$ cat src/rtl/program_sequencer.sv
// ============================================================================
//  Module   : program_sequencer
//  Brief    : Steps a processor through a contiguous (wrapping) range of ROM
//             instructions with a per-instruction watchdog and abort.
//  Revision : 1.0
// ============================================================================
`default_nettype none

module program_sequencer #(
    parameter int ADDR_W  = 5,
    parameter int TIMEOUT = 16
) (
    input  logic              clock,
    input  logic              reset,
    input  logic              start,
    input  logic              abort,
    input  logic [ADDR_W-1:0] first_addr,
    input  logic [ADDR_W-1:0] last_addr,
    input  logic              done,
    output logic [ADDR_W-1:0] Din,
    output logic              run,
    output logic              busy,
    output logic              finished,
    output logic              timeout_err,
    output logic [ADDR_W:0]   instr_count
);

    localparam int WD_W = (TIMEOUT > 1) ? $clog2(TIMEOUT) : 1;
    localparam logic [WD_W-1:0] WD_LAST = WD_W'(TIMEOUT - 1);

    typedef enum logic [2:0] {
        S_IDLE   = 3'd0,
        S_ISSUE  = 3'd1,
        S_WAIT   = 3'd2,
        S_NEXT   = 3'd3,
        S_FINISH = 3'd4,
        S_ERROR  = 3'd5
    } state_t;

    state_t            state_q, state_d;
    logic [ADDR_W-1:0] din_q, din_d;
    logic [ADDR_W-1:0] last_q, last_d;
    logic [ADDR_W:0]   count_q, count_d;
    logic [WD_W-1:0]   wd_q, wd_d;
    logic              err_q, err_d;
    logic              run_q, run_d;
    logic              busy_q, busy_d;
    logic              fin_q, fin_d;

    always_comb begin
        state_d = state_q;
        din_d   = din_q;
        last_d  = last_q;
        count_d = count_q;
        wd_d    = wd_q;
        err_d   = err_q;

        case (state_q)
            S_IDLE, S_ERROR: begin
                if (start) begin
                    state_d = S_ISSUE;
                    din_d   = first_addr;
                    last_d  = last_addr;
                    count_d = '0;
                    err_d   = 1'b0;
                    wd_d    = '0;
                end
            end
            S_ISSUE: begin
                state_d = abort ? S_IDLE : S_WAIT;
            end
            S_WAIT: begin
                // abort beats done, and done on the watchdog's last cycle beats the timeout
                if (abort) begin
                    state_d = S_IDLE;
                end else if (done) begin
                    state_d = S_NEXT;
                end else if (wd_q == WD_LAST) begin
                    state_d = S_ERROR;
                    err_d   = 1'b1;
                end else begin
                    wd_d = wd_q + 1'b1;
                end
            end
            S_NEXT: begin
                if (abort) begin
                    state_d = S_IDLE;
                end else begin
                    count_d = count_q + 1'b1;
                    wd_d    = '0;
                    if (din_q == last_q) begin
                        state_d = S_FINISH;
                    end else begin
                        din_d   = din_q + ADDR_W'(1);
                        state_d = S_ISSUE;
                    end
                end
            end
            S_FINISH: begin
                state_d = S_IDLE;
            end
            default: begin
                state_d = S_IDLE;
            end
        endcase

        // Outputs are decoded from the next state so they line up with it once registered
        run_d  = (state_d == S_ISSUE);
        busy_d = (state_d == S_ISSUE) || (state_d == S_WAIT) || (state_d == S_NEXT);
        fin_d  = (state_d == S_FINISH);
    end

    always_ff @(posedge clock) begin
        if (reset) begin
            state_q <= S_IDLE;
            din_q   <= '0;
            last_q  <= '0;
            count_q <= '0;
            wd_q    <= '0;
            err_q   <= 1'b0;
            run_q   <= 1'b0;
            busy_q  <= 1'b0;
            fin_q   <= 1'b0;
        end else begin
            state_q <= state_d;
            din_q   <= din_d;
            last_q  <= last_d;
            count_q <= count_d;
            wd_q    <= wd_d;
            err_q   <= err_d;
            run_q   <= run_d;
            busy_q  <= busy_d;
            fin_q   <= fin_d;
        end
    end

    assign Din         = din_q;
    assign run         = run_q;
    assign busy        = busy_q;
    assign finished    = fin_q;
    assign timeout_err = err_q;
    assign instr_count = count_q;

endmodule

`default_nettype wire

$ cat config.mk
export PLATFORM = sky130hd
export DESIGN_NAME = program_sequencer
export DESIGN_NICKNAME = d
export VERILOG_FILES = /design/src/rtl/program_sequencer.sv
export SDC_FILE = /design/constraint.sdc
export NUM_CORES = 1
export LEC_CHECK = 0
export ABC_AREA = 1
export CAP_MARGIN = 20
export CORE_ASPECT_RATIO = 0.8
export CORE_MARGIN = 2
export CORE_UTILIZATION = 55
export DETAILED_ROUTE_END_ITERATION = 6
export PLACE_DENSITY = 0.84
export SKIP_LAST_GASP = 1
export SYNTH_ARGS = -nofsm -noshare
export SYNTH_HDL_FRONTEND = slang
export SYNTH_SLANG_ARGS = --single-unit
$ cat constraint.sdc
create_clock -name clock -period 2.1 [get_ports clock]
set_input_delay 0.42 -clock clock [delete_from_list [all_inputs] [get_ports clock]]
set_output_delay 0.42 -clock clock [all_outputs]
set_load 0.02 [all_outputs]
=== Word level (Yosys, flattened, before mapping) ===
Index checks and enable logic that the tools add are counted.

* Bits in registers: 27
* Bits in latches: 0
* Bits in writable memories: 0
* ROM bits: 0
* Input port bits: 15
* Memories: 0

* Add/subtract/negate cells: 3
* Multiply operators: 0
* Div/mod/pow operators: 0
* Magnitude comparators: 0
* Equal/unequal tests: 17
* Shift-type cells: 0
* Muxes and demuxes: 26
* Bitwise logic cells: 0
* Reduce and logical (&&, ||, !) cells: 12

{| class="wikitable"
|+ Operators with widths
! kind !! number
|-
| $mux 4 || 5
|-
| $mux 3 || 6
|-
| $mux 5 || 3
|-
| $ne 2x2->1 const B || 7
|-
| $eq 3x2->1 const B || 4
|-
| $mux 6 || 2
|-
| $pmux 3 s4 || 1
|-
| $pmux 4 s3 || 1
|-
| $pmux 6 s2 || 1
|-
| $pmux 5 s2 || 1
|-
| $add 6x1->6 const B || 1
|-
| $eq 3x1->1 const B || 2
|-
| $eq 3x3->1 const B || 2
|-
| $reduce_and 6->1 || 1
|-
| $add 5x1->5 const B || 1
|-
| $eq 5x5->1 || 1
|-
| $reduce_and 5->1 || 1
|-
| $add 4x1->4 const B || 1
|-
| $eq 4x4->1 const B || 1
|-
| $mux 1 || 4
|-
| $reduce_and 4->1 || 1
|-
| $reduce_bool 2->1 || 2
|-
| $logic_not 3->1 || 1
|-
| $reduce_and 3->1 || 1
|-
| other kinds (6) || 7
|}

=== Longest topological paths before layout ===
* Word-level depth: 8
* Mapped depth: 11

=== Worst setup path before layout ===
No wires, ideal clock.

* Kind: register -> register
* From: register din_q[2] (netlist: Din[2])
* To: register din_q[2] (netlist: Din[2])
* Data arrival time: 1.315 ns
* Required time: 1.987 ns
* Setup slack: 0.672 ns
* Cell stages (with the launch flop): 10
* Cells stage by stage: dfxtp_1 -> inv_1 -> nand2_1 -> nand2_1 -> nor2_1 -> nand4_2 -> nand2_1 -> nand2_1 -> nand2_1 -> nor2_1

* Word-level cells in the longest chain between the ends: 4
* Elaborated cells between the ends (all ways): 7
* Classes of those cells: 1 x add/sub; 2 x eq/ne; 3 x mux; 1 x reduce/logical

{| class="wikitable"
|+ Ends and longest elaborated chain
! element !! line !! RTL
|-
| start, declared || 41 || <nowiki>logic [ADDR_W-1:0] din_q, din_d;</nowiki>
|-
| start signal, assigned || 126 || <nowiki>din_q <= din_d;</nowiki>
|-
| $add 5x1->5 || 94 || <nowiki>din_d = din_q + ADDR_W'(1);</nowiki>
|-
| $mux 5 || 91 || <nowiki>if (din_q == last_q) begin</nowiki>
|-
| $mux 5 || 86 || <nowiki>if (abort) begin</nowiki>
|-
| $pmux 5 s2 || 58 || <nowiki>case (state_q)</nowiki>
|}

Several ways; a longest one is shown, not always the timed one. The select of a mux whose other input is x is not followed.
A chain may end at the register's enable or synchronous reset.

=== Worst setup path in the final report ===
* From: register din_q[0] (netlist: Din[0])
* To: output Din[0]

{| class="wikitable"
|+ RTL lines
! element !! line !! RTL
|-
| end, declared || 20 || <nowiki>output logic [ADDR_W-1:0] Din,</nowiki>
|}

No word-level cell between the ends.

==> results by group <==
Global routing
  – GRT overflow: 0
  – Vias in the first global route: 1366
  – First-pass GRT wire length: 5.87 mm
  – Tot GR Track Use: 22.9%
  – Initial antenna violation count: 0
  – Largest net degree at the start of global routing: 15

STA
  – Final hold vios: 0
  – Tcrit/Tclk final: 90.1%
  – Worst setup slack after layout: 0.209 ns
  – Slew HR: 72.2%
  – Setup Viol. Count Final: 0
  – Max-slew violations: 0
  – RSZ-0062 raised after global routing: false
  – Crit path time final: 1.89 ns
  – Least-Margin Pin Slew: 0.417 ns
  – Max frequency: 0.529 GHz
  – TNS Setup: 0 ns
  – Clk_skew: 0.00386 ns

Clock tree
  – Setup bufs post-CTS: 0
  – Clock tree buffer depth: 2
  – Clk sink count: 27
  – Cts hold-fix bufs: 0
  – Total CTS buffers: 3
  – Later-pin clock latency in the skew report: 0.32 ns
  – H-tree levels: 1
  – PostCTS Resize Cnt: 0
  – CTS tree: yes
  – Clock slew at reported path FFs: 0.14 ns
  – Root buf cell: clkbuf_4

Place
  – Final HPWL DP: 2.62 mm
  – Number of instances in the placed design: 293
  – GP Congestion: 0.811
  – Setup WS pre-CTS: 0.327 ns
  – # port buffers: 29

Synth
  – Cells after Synth: 228
  – Syn avg cell area: 6.75 µm²
  – Number of synthesized flops with an enable pin: 0
  – Synthesized Nets: 246
  – Ys async rst share: 0%
  – Share of the synthesized area in the top cell type: 35.1%
  – Top_reg_cell synth: dfxtp_1
  – Ranking of synthesized cells by area: dfxtp_1, nand2_1, a21oi_1, inv_1, nor2_1
  – Sequential share of the synthesized area: 35.1%
  – FF+latch count, synth: 27
  – YS warnings: 0
  – Cell accounting for the most synthesized area: dfxtp_1
  – Mapped Area: 0.00154 mm²
  – Top post-synthesis cells by count: nand2_1, dfxtp_1, inv_1
  – Yosys cell types: 29
  – Cell with the most instances after synthesis: nand2_1

Worst hold path
  – Worst Hold Class: flop to flop

Worst setup path
  – Max incr delay on CP: 0.66 ns
  – CP delay by family, top: buffers and inverters
  – Worst-path fanout max: 8
  – Setup CP Type: flop to output port
  – Critical path capture point type: output port
  – CP bufs+invs: 1
  – R2r setup slk: 0.49 ns
  – CP cell instances: clkdlybuf4s50_1
  – Required time at the worst-slack endpoint: 1.68 ns
  – CP Data Arrival Time: 1.47 ns
  – Slowest-stage cell, CP: clkdlybuf4s50_1
  – Critical path launch point type: flop

Floorplanning
  – Die width: 63.1 µm
  – DIE HEIGHT: 51.3 µm
  – Die area: 0.00324 mm²
  – Starting density of the core: 57.0%
  – # IOs: 30
  – Core ar.: 0.00270 mm²
  – Row count: 17

Cells and area
  – Fraction of layout cells with a size suffix above 1: 7.34%
  – Fin cells: 297
  – ANT cells: 0
  – Final nets: 278
  – Synth-to-Final Area Change: 22.8%
  – # fillers: 235

Drt
  – ANT nets after route: 0
  – Drt total wl: 3.36 mm
  – DRT iter0 DRCs: 116
  – DRC: 0
  – Drt first pass iters: 4
  – Via Count: 1465
  – Drt wl/cell: 11.3 µm
  – Vias per cell: 4.93

Power and ir drop
  – Maximum vdd drop: 0.000479 V
  – Pleak: 0.000851 µW
  – Power density over the cells: 578 mW/mm²

Run status
  – Status: finished clean

Run
  – Max cap viols: 0
[metrics by stage]
step / area [µm²] / hold WS [ns] / total power (µW) / utilization, %
finish: 1890 / 0.488 / 1090 / 70.0
global route: 1890 / 0.507 / 1150 / 70.0
CTS: 1890 / 0.490 / 1090 / 70.0
detailed placement: 1860 / 0.472 / 882 / 69.0
global placement: 1860 / 0.448 / 877 / 69.0
floorplan: 1540 / 0.443 / 786 / -
[logic make-up (layout without fill, tap and decap cells)]
kind of cell,count (synthesis),in the layout,share of synthesized area [%]
adder cells (fa/ha/maj),3,3,2.44
AND/OR/NAND/NOR,123,123,37.2
flip-flops,27,27,35.1
XOR/XNOR,5,5,2.85
buffers and inverters,34,65,9.35
AO/OA/AOI/OAI,36,36,13.0
[sequential cells by signal, summed over array words and instances, names as in the netlist]
signal and cells:
busy 1, Din 5, wd_q 4, timeout_err 1, state_q 3, finished 1, run 1, instr_count 6
last_q 5
[area by class of cell]
cell class | instances | area [µm²] | share of cell area, %
multi-input combinational | 167 | 855 | 45.2
inverter | 31 | 124 | 6.55
clock buffer | 4 | 26.3 | 1.39
timing repair buffer | 30 | 298 | 15.8
tap | 38 | 47.5 | 2.51
sequential | 27 | 541 | 28.6
[layer usage]
layer / track usage [%] / vias up / routed length [µm]
li1: - / 792 / -
met1: 30.0 / 627 / 1720
met2: 38.3 / 44 / 1380
met3: 6.39 / 2 / 253
met4: 3.70 / 0 / 10
met5: 0 / - / 0
[power by group]
group | leakage (µW) | switching, µW | internal (µW) | total [µW]
logic | 0.000615 | 167 | 124 | 291
registers | 0.000221 | 39.3 | 545 | 584
clock network | 0.0000150 | 143 | 74.3 | 218
total | 0.000851 | 349 | 743 | 1090
[cell usage in the layout, fill, tap and decap left out]
cell,count
nand2_1,61
clkdlybuf4s50_1,29
dfxtp_1,27
inv_1,27
nor2_1,26
a21oi_1,21
nand3_1,18
o21ai_0,9
nand3b_1,6
nand2_4,3
xor2_1,3
nand4_1,3
ha_1,3
clkbuf_4,3
inv_2,2
xnor2_1,2
o21ai_1,2
nand2_2,2
o21ai_4,1
nand3_4,1
a21oi_2,1
clkinv_4,1
nand4_2,1
inv_4,1
o31ai_1,1
or2_2,1
nand3_2,1
o21bai_1,1
clkbuf_1,1
buf_4,1
[final timing paths]
check,startpoint,endpoint,cells past startpoint
min,last_q[4]$_SDFFE_PP0P_,last_q[4]$_SDFFE_PP0P_,2
max reg2reg,Din[2]$_SDFFE_PP0P_,Din[2]$_SDFFE_PP0P_,9
min reg2reg,last_q[4]$_SDFFE_PP0P_,last_q[4]$_SDFFE_PP0P_,2
max,Din[0]$_SDFFE_PP0P_,Din[0],1
Power figures use the tool's default switching activity.
